### src/rtl/fifo_write_arbiter.sv
// Round-robin, burst-limited arbiter that lets N_REQ requesters share
// a single FIFO write port. At most one requester is granted at a time.
module fifo_write_arbiter #(
  parameter int DATA_WIDTH = 8,
  parameter int N_REQ      = 4,
  parameter int MAX_BURST  = 4
) (
  input  logic                          clk,
  input  logic                          rst,
  input  logic [N_REQ-1:0]              req_valid,
  input  logic [N_REQ*DATA_WIDTH-1:0]   req_data,
  output logic [N_REQ-1:0]              req_ready,
  output logic [DATA_WIDTH-1:0]         fifo_din,
  output logic                          fifo_write,
  input  logic                          fifo_full,
  output logic [$clog2(N_REQ)-1:0]      owner,
  output logic                          busy
);

  localparam int PW = $clog2(N_REQ);
  localparam int SW = PW + 1;
  localparam int BW = $clog2(MAX_BURST + 1);

  localparam logic [0:0] IDLE  = 1'b0;
  localparam logic [0:0] GRANT = 1'b1;

  logic [0:0]            state;
  logic [PW-1:0]         owner_q;
  logic [PW-1:0]         rr_ptr;
  logic [PW-1:0]         pick;
  logic [PW-1:0]         next_ptr;
  logic [SW-1:0]         slot;
  logic [BW-1:0]         beat_cnt;
  logic [DATA_WIDTH-1:0] words [N_REQ];
  logic                  granted;
  logic                  last_beat;
  logic                  release_now;

  always_comb begin
    for (int i = 0; i < N_REQ; i++) begin
      words[i] = req_data[i*DATA_WIDTH +: DATA_WIDTH];
    end
  end

  // Scan downwards so the candidate closest to rr_ptr wins.
  always_comb begin
    pick = '0;
    slot = '0;
    for (int k = N_REQ - 1; k >= 0; k--) begin
      slot = {1'b0, rr_ptr} + SW'(k);
      if (slot >= SW'(N_REQ)) begin
        slot = slot - SW'(N_REQ);
      end
      if (req_valid[slot[PW-1:0]]) begin
        pick = slot[PW-1:0];
      end
    end
  end

  assign granted = (state == GRANT);
  assign busy    = granted;
  assign owner   = granted ? owner_q : '0;

  always_comb begin
    req_ready  = '0;
    fifo_write = 1'b0;
    fifo_din   = '0;
    if (granted) begin
      req_ready[owner_q] = !fifo_full;
      fifo_write         = req_valid[owner_q] & !fifo_full;
      fifo_din           = words[owner_q];
    end
  end

  assign last_beat   = (beat_cnt == BW'(MAX_BURST - 1));
  assign release_now = granted &&
                       (!req_valid[owner_q] ||
                        (fifo_write && last_beat));
  assign next_ptr    = (owner_q == PW'(N_REQ - 1)) ?
                       '0 : owner_q + PW'(1);

  always_ff @(posedge clk or posedge rst) begin
    if (rst) begin
      state    <= IDLE;
      owner_q  <= '0;
      rr_ptr   <= '0;
      beat_cnt <= '0;
    end else begin
      unique case (state)
        IDLE: begin
          if (|req_valid) begin
            state    <= GRANT;
            owner_q  <= pick;
            beat_cnt <= '0;
          end
        end
        GRANT: begin
          if (release_now) begin
            state  <= IDLE;
            rr_ptr <= next_ptr;
          end else if (fifo_write) begin
            beat_cnt <= beat_cnt + BW'(1);
          end
        end
        default: state <= IDLE;
      endcase
    end
  end

endmodule
### config.mk
export PLATFORM = sky130hd
export DESIGN_NAME = fifo_write_arbiter
export DESIGN_NICKNAME = d
export VERILOG_FILES = /design/src/rtl/fifo_write_arbiter.sv
export SDC_FILE = /design/constraint.sdc
export NUM_CORES = 1
export LEC_CHECK = 0
export ABC_AREA = 1
export CAP_MARGIN = 25
export CORE_MARGIN = 4
export CORE_UTILIZATION = 39
export DETAILED_ROUTE_END_ITERATION = 8
export MAX_ROUTING_LAYER = met4
export PLACE_DENSITY = 0.79
export SYNTH_ARGS = -nofsm -noshare
export SYNTH_HDL_FRONTEND = slang
export SYNTH_SLANG_ARGS = --single-unit
### constraint.sdc
create_clock -name clk -period 1.52 [get_ports clk]
set_input_delay 0.228 -clock clk [delete_from_list [all_inputs] [get_ports clk]]
set_output_delay 0.228 -clock clk [all_outputs]
set_load 0.005 [all_outputs]
Word-level counts from Yosys, hierarchy flattened

Cells that the tools add are included.
W data, S select, Z words.

Equality and inequality tests: 5
Bitwise operators: 4
Magnitude comparators: 11
Div/mod/pow operators: 0
Shifts and indexed selects: 0
$add $sub $neg: 9
Multiply operators: 0
Reductions and logical operators: 10
Muxes and demuxes: 35

Operator list:

| kind                  | count |
|---|---|
| $mux W8               | 3 |
| $mux W2               | 10 |
| $bmux W8 S2           | 1 |
| $lt A2 B3 Y1 const B  | 5 |
| $ge A3 B3 Y1 const B  | 4 |
| $bmux W1 S2           | 5 |
| $mux W1               | 9 |
| $mux W3               | 3 |
| $sub A2 B1 Y2 const B | 4 |
| $add A2 B2 Y3 const B | 2 |
| $ne A2 B2 Y1 const B  | 3 |
| $pmux W3 S2           | 1 |
| $and A4 B4 Y4         | 1 |
| $mux W4               | 1 |
| $reduce_and A2 Y1     | 2 |
| $reduce_or A4 Y1      | 1 |
| $add A2 B1 Y3 const B | 1 |
| $add A3 B1 Y3 const B | 1 |
| $eq A3 B2 Y1 const B  | 1 |
| $ge A2 B3 Y1 const B  | 1 |
| $logic_and A1 B1 Y1   | 3 |
| $not A2 Y3            | 1 |
| $reduce_and A3 Y1     | 1 |
| $add A2 B1 Y2 const B | 1 |
| other kinds (8)       | 9 |

Memories kept: 0
Bits in read-only memories: 0
Latch bits: 0
Flip-flop bits (word level): 8
Output and inout bits: 16
RAM bits: 0
Word-level logic and storage cells: 78

Longest topological paths before layout

Word-level depth: 9
Mapped depth: 11
Gate-level depth less buffers: 10

Least setup slack after synthesis

Ideal clock, no wire load.

Path kind: register -> output
Start: reg owner_q[0]
End: out req_ready[0]
Data required time: 1.292 ns
Buffers on the path: 2
Cell stages (with the launch flop): 7
Path slack: 0.131 ns
Arrival time: 1.161 ns
Cells stage by stage: dfrtp_1 -> inv_2 -> buf_6 -> clkbuf_1 -> ha_1 -> inv_1 -> nor2_1

Word-level cells in the longest chain between the ends: 6
Elaborated cells between the ends (all ways): 7
Those cells by class: order compare: 2; mux: 3; bitwise: 1; reduce/logical: 1

RTL lines:

| what                                                               | RTL line | text |
|---|---|---|
| from (decl)                                                        | 28       | `logic [PW-1:0] owner_q;` |
| from (signal assigned)                                             | 93       | `owner_q <= pick;` |
| $lt A2 B3 Y1 (implied by the code) or $ge A2 B1 Y1 (tied branches) | 69       | `req_ready[owner_q] = !fifo_full;` |
| $logic_and A1 B1 Y1 (implied by the code)                          | 69       |  |
| $mux W1 (implied by the code)                                      | 69       |  |
| $demux W1 S2 *                                                     | 69       |  |
| $and A4 B4 Y4 (no line) *                                          | --       |  |
| $mux W4 *                                                          | 68       | `if (granted) begin` |
| to (decl)                                                          | 12       | `output logic [N_REQ-1:0] req_ready,` |

Mark *: on every way between the ends. The rest lies on a longest branch, timed or not.

Final worst setup path

Start: reg owner_q[0]
End: out fifo_write

Word-level cells in the longest chain between the ends: 4

RTL lines:

| what                          | RTL line | text |
|---|---|---|
| $bmux W1 S2                   | 70       | `fifo_write = req_valid[owner_q] & !fifo_full;` |
| $mux W1 (implied by the code) | 70       |  |
| $and A1 B1 Y1                 | 70       |  |
| $mux W1                       | 68       |  |
| to (decl)                     | 14       | `output logic fifo_write,` |

No other way between the ends. The select of a mux whose other input is x is not followed.

==> impl_results.md <==
- Leakage: 0.980 nW
- I/O Buffers: 54
- First-pass GRT wire length: 6390 um
- Final Max Slew Viols: 0
- Max Cap Violations: 0
- ANT nets after route: 0
- Syn Nets: 218
- Worst r2r src: owner_q[0]
- Rows: 18
- Crit path launch type: flip-flop
- DRT iter0 DRCs: 143
- Minimum clock period: 1.81 ns
- Post-route DRC: 0
- Chip width: 59.8 um
- Hold WS: 0.204 ns
- Post-synthesis register bit count: 8
- Worst Skew: 0.00597 ns
- Total GRT Usage: 24.0%
- Post-synthesis cell count: 173
- Final setup margin: -0.289 ns
- Hold Path Class: input port to asynchronous set/reset pin
- Synth-to-Final Area Change: 94.9%
- Post-Syn Area: 1050 um^2
- Core Region: 2520 um^2
- Yosys top cell area share: 19.1%
- Later-pin clock latency in the skew report: 0.26 ns
- Ant diodes: 0
- Placed insts: 265
- Synth area leaders: dfrtp_1 19%, nor2_1 14%, nand2_1 12%
- Storage cell area: 203 um^2
- Crit Path Max Fanout: 7
- Routed wire length: 4660 um
- Root Driver: clkbuf_4
- Share of cells above drive strength 1: 40.1%
- CTS Buf Count: 3
- Final GP Congestion: 0.870
- Clock Pin Slew Worst Setup and Hold Paths: 0.06 ns
- F_max: 553 MHz
- Initial antenna violation count: 0
- Most common cell after layout, fill and taps aside: clkdlybuf4s50_1
- Peak VDD IR: 1320 uV
- Largest area contributor in the netlist: dfrtp_1
- Synth Area per Inst: 6.05 um^2
- Routed len/inst: 16.2 um
- Ys Warns: 0
- Status: finished, violations left
- Largest net degree at the start of global routing: 12
- Crit Path Class: flip-flop to output port
- Most frequent cells in the layout: 39 x clkdlybuf4s50_1, 30 x nand2_1, 25 x nor2_1
- Post-DP HPWL: 2750 um
- Maximum root-to-sink buffer count: 2
- CTS tree: done
- Final #Nets: 304
- Via count of the first global-routing pass: 1454
- Reg2Reg Setup Slack: -0.12 ns
- Setup TNS: -2.06 ns
- Pwr dens: 1910 nW/um^2
- Height of the die: 59.8 um
- Worst r2r dst: rr_ptr[1]
- Initial Utilization: 41.5%
- Drt pass-1 iters: 4
- Slew @ Worst Pin: 0.308 ns
- Total Die Area: 3580 um^2
- Final Setup Violations: 19
- Fill cells: 148
- Post-synthesis sequential area ratio: 19.1%
- Crit path DAT: 1.58 ns
- Failing checks: negative setup slack
- Final Instance Count excl. Fillers: 287
- Tcrit/Tclk final: 119%
- DR vias/cell: 5.16
- Vias: 1482
- Final hold violation count: 0
- Worst r2r path cells: 10
- RSZ-0062 raised after global routing: yes
- CTS sink count: 8
- Footprint of the multi-input gates: 847 um^2
- Overflow after GRT: 0
- Synth cell types: 26
- Worst Path Required: 1.29 ns
- Relative slew slack: 79.4%
- H-Tree Depth: 1
- Final core occ: 80.9%
- Num ports: 55
- CP endpoint kind: output port
registers in the layout (all words and copies together), names as in the netlist:
| signal | count |
|---|---|
| beat_cnt | 3 |
| owner_q | 2 |
| rr_ptr | 2 |
| busy | 1 |
Yosys cell counts, drive strengths merged:
cell / number
buf: 5
nand3: 13
nand2: 39
nor2: 40
a31oi: 1
inv: 22
and2: 1
o21a: 1
o21ai: 21
dfrtp: 8
a21oi: 11
ha: 6
nand4: 2
mux2i: 1
clkbuf: 2
cell type report:
class	instances	area share (%)
Clock buffer	3	1.10
Inverter	22	5.15
Multi-Input combinational cell	136	41.5
Sequential cell	8	9.93
Tap cell	30	1.84
Timing Repair Buffer	88	40.5
power breakdown:
group	switching (W)	internal (W)
Combinational	0.00167	0.00159
Clock	0.0000787	0.0000908
Sequential	0.000143	0.000316
Total	0.00189	0.00200
repair_timing:
| item | 4_1_cts | 5_1_grt |
|---|---|---|
| pin swaps | 18 | 11 |
| setup buffers | 13 | 5 |
| endpoints found under the setup margin | 16 | 24 |
| resized for setup | 99 | 35 |
| cloned | 2 | 0 |
| hold buffers | 0 | 0 |
worst max path at each step:
stage | from | to | slack [ns] | cells after the start
2_1_floorplan | owner_q[0] | req_ready[0] | 0.13 | 6
3_3_place_gp | req_valid[3] | fifo_write | -0.31 | 7
3_5_place_dp | req_valid[0] | fifo_write | -0.33 | 7
4_1_cts | owner_q[0] | fifo_din[6] | -0.14 | 7
5_1_grt | owner_q[0] | fifo_write | -0.30 | 8
6_report | owner_q[0] | fifo_write | -0.29 | 8
worst max-delay path, stage by stage, from the launching register on:
cell	delay, ns
dfrtp_2	0.43
buf_4	0.15
buf_12	0.12
nand2_2	0.06
nand3_2	0.06
and2_4	0.16
inv_2	0.04
nor2_1	0.15
buf_2	0.14
routing by layer:
metal	vias up	wire (um)	global-route usage (%)	part of all wire (%)
li1	722	-	-	-
met1	683	1730	25.8	37
met2	65	2430	45.5	52
met3	12	398	4.10	8.5
met4	0	104	4.75	2.2
met5	-	0	-	0
logic make-up (layout without fill, tap and decap cells):
kind of cell | after synthesis | in the layout | share of synthesized area (%)
DFF | 8 | 8 | 19.1
muxes | 1 | 1 | 0.956
AOI/OAI and AO/OA | 34 | 34 | 17.3
adders and majority gates | 6 | 6 | 7.17
and+or+nand+nor | 95 | 95 | 41.8
buffers and inverters | 29 | 113 | 13.6
metrics by stage:
stage	power [W]	cell area [um^2]	worst slack [ns]
final	0.00389	2040	-0.289
after global routing	0.00420	2040	-0.296
after CTS	0.00343	1910	-0.145
after detailed placement	0.00284	1710	-0.327
after global placement	0.00276	1710	-0.305
after floorplan	0.00187	1050	0.131
Power figures use the tool's default switching activity.
